$ cat src/rtl/stage_id_pipe.sv
// Instruction-decode stage: decodes the integer ALU/load/store subset, selects forwarded
// operands, stalls on load-use and holds the result in a valid/ready ID/EX register.
module stage_id_pipe #(
    parameter int XLEN     = 32,
    parameter int ALUOP_W  = 8,
    parameter int ALUSEL_W = 3,
    parameter int FWD_EN   = 1
) (
    input  logic                clk,
    input  logic                rst,
    input  logic                in_valid,
    output logic                in_ready,
    input  logic [XLEN-1:0]     in_pc,
    input  logic [31:0]         in_inst,
    output logic                reg1_read_o,
    output logic                reg2_read_o,
    output logic [4:0]          reg1_addr_o,
    output logic [4:0]          reg2_addr_o,
    input  logic [XLEN-1:0]     reg1_data_i,
    input  logic [XLEN-1:0]     reg2_data_i,
    input  logic                ex_wreg_i,
    input  logic                ex_is_load_i,
    input  logic [4:0]          ex_wd_i,
    input  logic [XLEN-1:0]     ex_wdata_i,
    input  logic                mem_wreg_i,
    input  logic [4:0]          mem_wd_i,
    input  logic [XLEN-1:0]     mem_wdata_i,
    input  logic                flush_i,
    output logic                out_valid,
    input  logic                out_ready,
    output logic [XLEN-1:0]     out_pc,
    output logic [XLEN-1:0]     out_reg1,
    output logic [XLEN-1:0]     out_reg2,
    output logic [XLEN-1:0]     out_imm,
    output logic [ALUOP_W-1:0]  out_aluop,
    output logic [ALUSEL_W-1:0] out_alusel,
    output logic [4:0]          out_wd,
    output logic                out_wreg,
    output logic                out_illegal,
    output logic                dbg_state_o
);

    // Handshakes: a transfer happens on a rising edge where valid and ready are both 1;
    // valid never depends on ready, and the producer holds its payload until the transfer.

    localparam logic [6:0] OPC_OP    = 7'b0110011;
    localparam logic [6:0] OPC_OPIMM = 7'b0010011;
    localparam logic [6:0] OPC_LUI   = 7'b0110111;
    localparam logic [6:0] OPC_AUIPC = 7'b0010111;
    localparam logic [6:0] OPC_LOAD  = 7'b0000011;
    localparam logic [6:0] OPC_STORE = 7'b0100011;

    localparam logic [ALUOP_W-1:0] OP_NOP   = ALUOP_W'(8'h00);
    localparam logic [ALUOP_W-1:0] OP_ADD   = ALUOP_W'(8'h01);
    localparam logic [ALUOP_W-1:0] OP_SUB   = ALUOP_W'(8'h02);
    localparam logic [ALUOP_W-1:0] OP_SLL   = ALUOP_W'(8'h03);
    localparam logic [ALUOP_W-1:0] OP_SLT   = ALUOP_W'(8'h04);
    localparam logic [ALUOP_W-1:0] OP_SLTU  = ALUOP_W'(8'h05);
    localparam logic [ALUOP_W-1:0] OP_XOR   = ALUOP_W'(8'h06);
    localparam logic [ALUOP_W-1:0] OP_SRL   = ALUOP_W'(8'h07);
    localparam logic [ALUOP_W-1:0] OP_SRA   = ALUOP_W'(8'h08);
    localparam logic [ALUOP_W-1:0] OP_OR    = ALUOP_W'(8'h09);
    localparam logic [ALUOP_W-1:0] OP_AND   = ALUOP_W'(8'h0A);
    localparam logic [ALUOP_W-1:0] OP_LUI   = ALUOP_W'(8'h0B);
    localparam logic [ALUOP_W-1:0] OP_AUIPC = ALUOP_W'(8'h0C);
    localparam logic [ALUOP_W-1:0] OP_LOAD  = ALUOP_W'(8'h0D);
    localparam logic [ALUOP_W-1:0] OP_STORE = ALUOP_W'(8'h0E);

    localparam logic [ALUSEL_W-1:0] SEL_NOP   = ALUSEL_W'(3'd0);
    localparam logic [ALUSEL_W-1:0] SEL_LOGIC = ALUSEL_W'(3'd1);
    localparam logic [ALUSEL_W-1:0] SEL_SHIFT = ALUSEL_W'(3'd2);
    localparam logic [ALUSEL_W-1:0] SEL_ARITH = ALUSEL_W'(3'd3);
    localparam logic [ALUSEL_W-1:0] SEL_MOVE  = ALUSEL_W'(3'd4);
    localparam logic [ALUSEL_W-1:0] SEL_LDST  = ALUSEL_W'(3'd5);

    typedef enum logic {ST_EMPTY = 1'b0, ST_FULL = 1'b1} state_t;

    state_t r_state;
    state_t w_state_nxt;

    logic [6:0]      w_opcode;
    logic [2:0]      w_funct3;
    logic [6:0]      w_funct7;
    logic [4:0]      w_rd;
    logic [4:0]      w_rs1;
    logic [4:0]      w_rs2;
    logic [XLEN-1:0] w_imm_i;
    logic [XLEN-1:0] w_imm_s;
    logic [XLEN-1:0] w_imm_u;
    logic [XLEN-1:0] w_shamt;
    logic            w_sll_ok;
    logic            w_sr_ok;

    assign w_opcode = in_inst[6:0];
    assign w_rd     = in_inst[11:7];
    assign w_funct3 = in_inst[14:12];
    assign w_rs1    = in_inst[19:15];
    assign w_rs2    = in_inst[24:20];
    assign w_funct7 = in_inst[31:25];
    assign w_imm_i  = XLEN'($signed(in_inst[31:20]));
    assign w_imm_s  = XLEN'($signed({in_inst[31:25], in_inst[11:7]}));
    assign w_imm_u  = XLEN'($signed({in_inst[31:12], 12'b0}));

    // RV64 shift-immediates carry a 6-bit shamt, so funct7 shrinks to funct6 there.
    assign w_shamt  = (XLEN == 64) ? XLEN'(in_inst[25:20]) : XLEN'(in_inst[24:20]);
    assign w_sll_ok = (XLEN == 64) ? (in_inst[31:26] == 6'b0) : (in_inst[31:25] == 7'b0);
    assign w_sr_ok  = (XLEN == 64) ? ({in_inst[31], in_inst[29:26]} == 5'b0)
                                   : ({in_inst[31], in_inst[29:25]} == 6'b0);

    logic                w_illegal;
    logic                w_re1;
    logic                w_re2;
    logic                w_wreg;
    logic                w_op1_pc;
    logic                w_op2_imm;
    logic [4:0]          w_wd;
    logic [XLEN-1:0]     w_imm;
    logic [XLEN-1:0]     w_op2_immval;
    logic [ALUOP_W-1:0]  w_aluop;
    logic [ALUSEL_W-1:0] w_alusel;

    always_comb begin
        w_illegal    = 1'b0;
        w_re1        = 1'b0;
        w_re2        = 1'b0;
        w_wreg       = 1'b0;
        w_op1_pc     = 1'b0;
        w_op2_imm    = 1'b0;
        w_wd         = w_rd;
        w_imm        = '0;
        w_op2_immval = '0;
        w_aluop      = OP_NOP;
        w_alusel     = SEL_NOP;
        case (w_opcode)
            OPC_OP: begin
                w_re1  = 1'b1;
                w_re2  = 1'b1;
                w_wreg = 1'b1;
                if (w_funct7 == 7'b0000000) begin
                    case (w_funct3)
                        3'b000:  begin w_aluop = OP_ADD;  w_alusel = SEL_ARITH; end
                        3'b001:  begin w_aluop = OP_SLL;  w_alusel = SEL_SHIFT; end
                        3'b010:  begin w_aluop = OP_SLT;  w_alusel = SEL_ARITH; end
                        3'b011:  begin w_aluop = OP_SLTU; w_alusel = SEL_ARITH; end
                        3'b100:  begin w_aluop = OP_XOR;  w_alusel = SEL_LOGIC; end
                        3'b101:  begin w_aluop = OP_SRL;  w_alusel = SEL_SHIFT; end
                        3'b110:  begin w_aluop = OP_OR;   w_alusel = SEL_LOGIC; end
                        default: begin w_aluop = OP_AND;  w_alusel = SEL_LOGIC; end
                    endcase
                end else if (w_funct7 == 7'b0100000 && w_funct3 == 3'b000) begin
                    w_aluop  = OP_SUB;
                    w_alusel = SEL_ARITH;
                end else if (w_funct7 == 7'b0100000 && w_funct3 == 3'b101) begin
                    w_aluop  = OP_SRA;
                    w_alusel = SEL_SHIFT;
                end else begin
                    w_illegal = 1'b1;
                end
            end
            OPC_OPIMM: begin
                w_re1        = 1'b1;
                w_wreg       = 1'b1;
                w_op2_imm    = 1'b1;
                w_imm        = w_imm_i;
                w_op2_immval = w_imm_i;
                case (w_funct3)
                    3'b000:  begin w_aluop = OP_ADD;  w_alusel = SEL_ARITH; end
                    3'b010:  begin w_aluop = OP_SLT;  w_alusel = SEL_ARITH; end
                    3'b011:  begin w_aluop = OP_SLTU; w_alusel = SEL_ARITH; end
                    3'b100:  begin w_aluop = OP_XOR;  w_alusel = SEL_LOGIC; end
                    3'b110:  begin w_aluop = OP_OR;   w_alusel = SEL_LOGIC; end
                    3'b111:  begin w_aluop = OP_AND;  w_alusel = SEL_LOGIC; end
                    3'b001: begin
                        w_aluop      = OP_SLL;
                        w_alusel     = SEL_SHIFT;
                        w_op2_immval = w_shamt;
                        w_illegal    = !w_sll_ok;
                    end
                    default: begin
                        w_aluop      = in_inst[30] ? OP_SRA : OP_SRL;
                        w_alusel     = SEL_SHIFT;
                        w_op2_immval = w_shamt;
                        w_illegal    = !w_sr_ok;
                    end
                endcase
            end
            OPC_LUI: begin
                w_wreg = 1'b1; w_op2_imm = 1'b1; w_imm = w_imm_u; w_op2_immval = w_imm_u;
                w_aluop = OP_LUI; w_alusel = SEL_MOVE;
            end
            OPC_AUIPC: begin
                w_wreg = 1'b1; w_op1_pc = 1'b1; w_op2_imm = 1'b1;
                w_imm = w_imm_u; w_op2_immval = w_imm_u;
                w_aluop = OP_AUIPC; w_alusel = SEL_MOVE;
            end
            OPC_LOAD: begin
                w_re1 = 1'b1; w_wreg = 1'b1; w_imm = w_imm_i;
                w_aluop = OP_LOAD; w_alusel = SEL_LDST;
            end
            OPC_STORE: begin
                w_re1 = 1'b1; w_re2 = 1'b1; w_wd = 5'd0; w_imm = w_imm_s;
                w_aluop = OP_STORE; w_alusel = SEL_LDST;
            end
            default: w_illegal = 1'b1;
        endcase
        if (w_illegal) begin
            w_re1     = 1'b0;
            w_re2     = 1'b0;
            w_wreg    = 1'b0;
            w_op1_pc  = 1'b0;
            w_op2_imm = 1'b0;
            w_wd      = 5'd0;
            w_imm     = '0;
            w_aluop   = OP_NOP;
            w_alusel  = SEL_NOP;
        end
        if (w_rd == 5'd0) begin
            w_wreg = 1'b0;
        end
    end

    assign reg1_read_o = rst & w_re1;
    assign reg2_read_o = rst & w_re2;
    assign reg1_addr_o = reg1_read_o ? w_rs1 : 5'd0;
    assign reg2_addr_o = reg2_read_o ? w_rs2 : 5'd0;

    // A load in EX has no data yet, so it is excluded from forwarding and stalls instead.
    logic [XLEN-1:0] w_rs1_val;
    logic [XLEN-1:0] w_rs2_val;
    always_comb begin
        w_rs1_val = reg1_data_i;
        if (w_rs1 == 5'd0)
            w_rs1_val = '0;
        else if (FWD_EN != 0 && ex_wreg_i && ex_wd_i == w_rs1 && !ex_is_load_i)
            w_rs1_val = ex_wdata_i;
        else if (FWD_EN != 0 && mem_wreg_i && mem_wd_i == w_rs1)
            w_rs1_val = mem_wdata_i;
        w_rs2_val = reg2_data_i;
        if (w_rs2 == 5'd0)
            w_rs2_val = '0;
        else if (FWD_EN != 0 && ex_wreg_i && ex_wd_i == w_rs2 && !ex_is_load_i)
            w_rs2_val = ex_wdata_i;
        else if (FWD_EN != 0 && mem_wreg_i && mem_wd_i == w_rs2)
            w_rs2_val = mem_wdata_i;
    end

    logic [XLEN-1:0] w_op1;
    logic [XLEN-1:0] w_op2;
    assign w_op1 = w_re1 ? w_rs1_val : (w_op1_pc ? in_pc : '0);
    assign w_op2 = w_re2 ? w_rs2_val : (w_op2_imm ? w_op2_immval : '0);

    logic w_hazard;
    assign w_hazard = ex_is_load_i & ex_wreg_i & (ex_wd_i != 5'd0) &
                      ((reg1_read_o & (ex_wd_i == w_rs1)) | (reg2_read_o & (ex_wd_i == w_rs2)));

    logic w_advance;
    logic w_accept;
    always_comb begin
        w_advance   = (r_state == ST_EMPTY) | out_ready;
        in_ready    = rst & (flush_i | (w_advance & !w_hazard));
        w_accept    = in_valid & in_ready & !flush_i;
        w_state_nxt = r_state;
        if (flush_i)
            w_state_nxt = ST_EMPTY;
        else if (w_advance)
            w_state_nxt = w_accept ? ST_FULL : ST_EMPTY;
    end

    always_ff @(posedge clk or negedge rst) begin
        if (!rst)
            r_state <= ST_EMPTY;
        else
            r_state <= w_state_nxt;
    end

    // Payload only moves on acceptance, so bubbles and flushes leave it untouched.
    logic [XLEN-1:0]     r_pc;
    logic [XLEN-1:0]     r_reg1;
    logic [XLEN-1:0]     r_reg2;
    logic [XLEN-1:0]     r_imm;
    logic [ALUOP_W-1:0]  r_aluop;
    logic [ALUSEL_W-1:0] r_alusel;
    logic [4:0]          r_wd;
    logic                r_wreg;
    logic                r_illegal;

    always_ff @(posedge clk or negedge rst) begin
        if (!rst) begin
            r_pc      <= '0;
            r_reg1    <= '0;
            r_reg2    <= '0;
            r_imm     <= '0;
            r_aluop   <= OP_NOP;
            r_alusel  <= SEL_NOP;
            r_wd      <= 5'd0;
            r_wreg    <= 1'b0;
            r_illegal <= 1'b0;
        end else if (w_accept) begin
            r_pc      <= in_pc;
            r_reg1    <= w_op1;
            r_reg2    <= w_op2;
            r_imm     <= w_imm;
            r_aluop   <= w_aluop;
            r_alusel  <= w_alusel;
            r_wd      <= w_wd;
            r_wreg    <= w_wreg;
            r_illegal <= w_illegal;
        end
    end

    assign out_valid   = (r_state == ST_FULL);
    assign dbg_state_o = r_state;
    assign out_pc      = r_pc;
    assign out_reg1    = r_reg1;
    assign out_reg2    = r_reg2;
    assign out_imm     = r_imm;
    assign out_aluop   = r_aluop;
    assign out_alusel  = r_alusel;
    assign out_wd      = r_wd;
    assign out_wreg    = r_wreg;
    assign out_illegal = r_illegal;

endmodule

$ cat config.mk
export PLATFORM = sky130hd
export DESIGN_NAME = stage_id_pipe
export DESIGN_NICKNAME = d
export VERILOG_FILES = /design/src/rtl/stage_id_pipe.sv
export SDC_FILE = /design/constraint.sdc
export NUM_CORES = 1
export LEC_CHECK = 0
export ABC_AREA = 1
export CORE_MARGIN = 3
export CORE_UTILIZATION = 29
export DETAILED_ROUTE_END_ITERATION = 16
export GPL_TIMING_DRIVEN = 1
export SLEW_MARGIN = 10
export SYNTH_ARGS = -nofsm -noshare
export SYNTH_HDL_FRONTEND = slang
export SYNTH_SLANG_ARGS = --single-unit
$ cat constraint.sdc
create_clock -name clk -period 2 [get_ports clk]
set_input_delay 0.3 -clock clk [delete_from_list [all_inputs] [get_ports clk]]
set_output_delay 0.3 -clock clk [all_outputs]
set_load 0.01 [all_outputs]
**Word-level counts from Yosys, hierarchy flattened**

Index checks and enable logic that the tools add are counted.

- Bitwise gates (word level): 15
- Equal/unequal tests: 18
- Mux-type cells: 52
- Reduce and logical (&&, ||, !) cells: 33

Operators by type and width:

| kind | count |
|---|---|
| 32-bit two-way mux | 12 |
| 32-bit one-hot mux with 3 select lines | 1 |
| 32-bit one-hot mux with 2 select lines | 1 |
| 4-bit one-hot mux with 7 select lines | 2 |
| 8-bit one-hot mux with 6 select lines | 1 |
| 7-bit by 6-bit == test with 1-bit output (second input constant) | 4 |
| 5-bit == test | 4 |
| 5-bit two-way mux | 4 |
| 1-bit two-way mux | 17 |
| 8-bit two-way mux | 2 |
| 5-bit zero test | 3 |
| 7-bit by 5-bit == test with 1-bit output (second input constant) | 2 |
| 3-bit == test (second input constant) | 4 |
| 4-bit two-way mux | 3 |
| 3-bit one-hot mux with 4 select lines | 1 |
| 1-bit bitwise AND | 11 |
| 2-bit OR reduction | 5 |
| 3-bit OR reduction | 3 |
| 1-bit logical AND | 8 |
| 2-bit one-hot mux with 2 select lines | 2 |
| 4-bit OR reduction | 2 |
| 7-bit by 2-bit == test with 1-bit output (second input constant) | 1 |
| 7-bit zero test | 1 |
| 3-bit by 2-bit == test with 1-bit output (second input constant) | 2 |
| other kinds (14) | 22 |

- Input bits: 210
- Word-level logic and storage cells: 128
- Flip-flop bits (word level): 147

**Depth between registers and ports, before layout**

- Word-level depth: 20
- Mapped depth: 15

**Worst setup path before layout**

Ideal clock, no wire load.

- Kind: in2out
- From: input in_inst[1]
- To: output reg2_addr_o[0]
- Arrival: 1715 ps
- Stages: 11
- Slack: -15 ps
- Required time: 1700 ps
- Cells stage by stage: nand2_1 -> inv_2 -> nand2_1 -> inv_2 -> nand2_1 -> nand2_1 -> nand4_1 -> buf_2 -> nor2_1 -> inv_1 -> nor2_1

- Cells in the longest elaborated chain, start to end: 6

RTL lines:

| item | line | source |
|---|---|---|
| start, declared | 14 | `input logic [31:0] in_inst,` |
| 7-bit by 6-bit == test with 1-bit output, or another cell as far along | 134 | `case (w_opcode)` |
| 4-bit OR reduction (no source line) / 2-bit OR reduction (equally long branches) | n/a |  |
| 1-bit one-hot mux with 3 select lines / 1-bit two-way mux (equally long branches) | 134 |  |
| 1-bit two-way mux * | 206 | `if (w_illegal) begin` |
| 1-bit bitwise AND * | 223 | `assign reg2_read_o = rst & w_re2;` |
| via reg2_read_o | 16 | `output logic reg2_read_o,` |
| 5-bit two-way mux * | 225 | `assign reg2_addr_o = reg2_read_o ? w_rs2 : 5'd0;` |
| end, declared | 18 | `output logic [4:0] reg2_addr_o,` |

The timed path passes the listed nets; every way through them passes the cells marked *.

**Worst setup path in the final report**

- From: input in_inst[13]
- To: register r_aluop[0], in the netlist out_aluop[0]

- Cells in the longest elaborated chain, start to end: 17

RTL lines:

| item | line | source |
|---|---|---|
| 3-bit == test | 140, 153 |  |
| 1-bit logical AND | 153 | `end else if (w_funct7 == 7'b0100000 && w_funct3 == 3'b101) begin` |
| 1-bit two-way mux | 153 |  |
| 1-bit two-way mux | 150 | `end else if (w_funct7 == 7'b0100000 && w_funct3 == 3'b000) begin` |
| 1-bit two-way mux | 139 | `if (w_funct7 == 7'b0000000) begin` |
| 1-bit one-hot mux with 3 select lines | 134 |  |
| 1-bit two-way mux | 206 |  |
| 1-bit bitwise AND (on tied branches) | 222, 223 |  |
| 1-bit bitwise AND | 254 | `((reg1_read_o & (ex_wd_i == w_rs1)) \| (reg2_read_o & (ex_wd_i == w_rs2)));` |
| 1-bit bitwise OR | 254 |  |
| 1-bit bitwise AND | 253 | `assign w_hazard = ex_is_load_i & ex_wreg_i & (ex_wd_i != 5'd0) &` |
| 1-bit zero test | 260 | `in_ready = rst & (flush_i \| (w_advance & !w_hazard));` |
| 1-bit bitwise AND | 260 |  |
| 1-bit bitwise OR | 260 |  |
| 1-bit bitwise AND | 260 |  |
| 1-bit bitwise AND (2 in series) | 261 | `w_accept = in_valid & in_ready & !flush_i;` |
| end signal, assigned | 303 | `r_aluop <= w_aluop;` |
| end, declared | 281 | `logic [ALUOP_W-1:0] r_aluop;` |

Parallel ways exist; a longest one is shown, timed or not.
A chain may end at the register's enable or synchronous reset.

==> flow_summary.toml <==
[outcome]
status = "finished with violations"
violations = "setup timing"

[critical_path]
worst_path_most_repeated_cell = "buf_4"
crit_family = "buffers and inverters"
path_class = "in2reg"
crit_start = "in_inst[13]"
reg2reg_slack_ns = 0.35
slowest_delay_ns = 0.14
critical_path_depth = 18
cp_data_required_time_ns = 2.33
crit_slowest_cell = "buf_4"
rr_worst_depth = 8
crit_chain = "buf_4 > nor2_4 > nand2_2 > buf_6 > buf_4 > buf_4 > buf_4 > buf_4 > buf_4 > buf_4 > buf_4 > buf_4 > o21ai_4 > nand2_2 > o211ai_1 > nand3_1 > nand2_1 > o21ai_1"
worstSetupEndpointType = "flip-flop"
path_buf_inv = 10
start_kind = "input port"
cp.arrival_ns = 2.35
r2r_end = "out_reg1[19]$_DFFE_PN0P_"
crit_end = "out_aluop[0]$_DFFE_PN0P_"
timing.rr.start = "dbg_state_o$_DFFE_PN0P_"
crit_fanout = 3

[timing]
drv_slew = 0
period_share = 1.01
fin_worst_skew_ns = 0.0117
setup_viol = 6
timing.slew.headroom = 0.601
final_hold_viol_count = 0
tightest_slew_ns = 0.598
rsz0062_at_grt = "yes"
whs_ns = 0.274
worst_slack_ns = -0.0285
period_minus_slack_ns = 2.03
fmax_mhz = 493

[route]
dr.pass1.iters = 6
drt-total-wl_mm = 47.8
dr.first_iter.drc_count = 745
drc = 0
drtAntennaViolNets = 0
num_vias = 12098
wl_per_cell_microns = 19.4
via_per_inst = 4.91

[synth]
synth_seq_area_share = 0.369
synth_warnings = 0
synth.area.top_cells = "dfrtp_1, nand2_1, nand3_1"
synth_seq_cells = 143
synth.distinct_cells = 33
synth.top_cell.area_share = 0.369
syn_avg_cell_area_sq_um = 6.27
syn_area_sq_um = 9690
synthCells = 1546
yosys.area.top_type = "dfrtp_1"

[clock_network]
htreeDepth = 4
root_buffer = "clkbuf_16"
numCtsBuffers = 17
clkTransAtPathRegs_ns = 0.06
clock_latency_ns = 0.45
clockBufferDepth = 2
cts_tree = "done"
clock-sinks = 143

[power]
p_leak_uw = 0.00814
combPwrFrac = 0.230
swShare = 0.293
p_int_uw = 6010
p_sw_uw = 2490
ir_drop_mv = 0.541
powerDensity_nw_per_um2 = 535
finalPower_uw = 8500
p_clk_frac = 0.406
power_frac_seq = 0.364

[layout]
final_area_sq_um = 15900
syn_to_final_growth_pct = 64.1
drive_gt1_frac = 0.152
nFillCells = 3311
fin_nets = 2215
layout_common_cells = "nand2_1, clkdlybuf4s50_1, nand3_1, buf_4, dfrtp_1"
layout_commonest_cell = "nand2_1"

[global_route]
grt_overflow = 0
antenna_found_initial = 9
grt_usage = 0.263
grt_max_degree = 96
grt_pass1_vias = 11977
grt_pass1_wl_mm = 72.0

[run]
maxCapViolCount = 0

[floorplanning]
pin_count = 371
coreArea_sq_um = 32700
dieArea_sq_um = 35600
rows = 66
die_x_microns = 189
initial_utilization = 0.296
die_height_microns = 189

[place]
numPortBuffers = 366
place_congestion = 0.909
place_area_sq_um = 14800
dp_hpwl_mm = 36.4

[min_path]
hp-class = "in2reg"
==> final cells by class <==
cell class / count / area (sq um) / area share
flip-flops and latches: 143 / 3580 / 0.225
well taps: 442 / 553 / 0.0348
diodes: 5 / 12.5 / 0.000787
inverters: 139 / 522 / 0.0328
clock inverters: 13 / 180 / 0.0113
clock buffers: 19 / 443 / 0.0278
multi-input cells: 1160 / 5360 / 0.337
repair buffers: 544 / 5260 / 0.330
==> how the worst min path moves through the flow <==
| stage | from | to | slack (ns) | depth (start not counted) |
|---|---|---|---|---|
| after floorplan | rst | dbg_state_o$_DFFE_PN0P_ | 0.004 | 0 |
| after global placement | rst | out_aluop[3]$_DFFE_PN0P_ | 0.14 | 1 |
| after detailed placement | rst | out_imm[31]$_DFFE_PN0P_ | 0.14 | 1 |
| after CTS | in_inst[28] | out_imm[8]$_DFFE_PN0P_ | 0.24 | 4 |
| after global routing | in_inst[28] | out_imm[8]$_DFFE_PN0P_ | 0.26 | 4 |
| final | in_inst[28] | out_imm[8]$_DFFE_PN0P_ | 0.27 | 4 |
==> cells by family (layout without fill, tap and decap cells) <==
group	Yosys count	in the layout	share of synthesized area
compound gates	111	111	0.0593
other cells	1	9	0.000387
flops	143	143	0.369
xor+xnor	6	6	0.00542
simple gates	1039	1039	0.458
buf+inv	246	715	0.108
==> sequential cells by signal (all words and copies together) (netlist names) <==
| name | count |
|---|---|
| out_wreg | 1 |
| out_reg2 | 32 |
| out_reg1 | 32 |
| dbg_state_o | 1 |
| out_pc | 32 |
| out_alusel | 3 |
| out_aluop | 4 |
| out_illegal | 1 |
| out_wd | 5 |
| out_imm | 32 |
==> Yosys cell counts, drive strengths merged <==
cell / count
nand2: 696
nand3: 160
dfrtp: 143
inv: 139
nand4: 100
o21ai: 94
nor2: 75
clkbuf: 66
buf: 41
a21oi: 6
nor3: 5
o22ai: 5
xor2: 4
a31oi: 2
o211ai: 2
xnor2: 2
a21boi: 1
conb: 1
nand3b: 1
nor3b: 1
o31ai: 1
or2: 1
==> stage by stage <==
stage	TNS (ns)	cells	utilization	worst slack [ns]
after CTS	-0.107	2455	0.483	-0.0393
after global routing	-0.640	2464	0.486	-0.133
after global placement	-91.39	2384	0.453	-0.897
final	-0.110	2465	0.486	-0.0285
after detailed placement	-92.40	2384	0.453	-0.924
after floorplan	0	1549	-	0.0643
==> what timing repair did <==
item,CTS,global route
hold buffers,1,0
pin swaps,37,28
setup endpoints to repair,156,19
hold endpoints to repair,7,0
setup buffers,38,5
gates resized for setup,162,38
==> worst reg2reg max path: cells and delay by family (launching register included) <==
family        cells  cell delay [ns]
simple gates      5             0.60
buf+inv           3             0.52
flops             1             0.42
==> per-layer routing <==
layer	vias up	GRT usage	share of wire
li1	5844	-	-
met1	5643	0.330	0.42
met2	535	0.446	0.48
met3	66	0.0679	0.078
met4	10	0.0751	0.023
met5	-	0	0.0016
==> power by group through the flow <==
| stage | clock network (uW) | registers, uW | logic, uW |
|---|---|---|---|
| after global placement | 0 | 3140 | 1870 |
| after detailed placement | 0 | 3140 | 1880 |
| final | 3450 | 3090 | 1960 |
| after floorplan | 0 | 3200 | 575 |
| after CTS | 3530 | 3090 | 1930 |
| after global routing | 3650 | 3110 | 2110 |
Power figures use the tool's default switching activity.
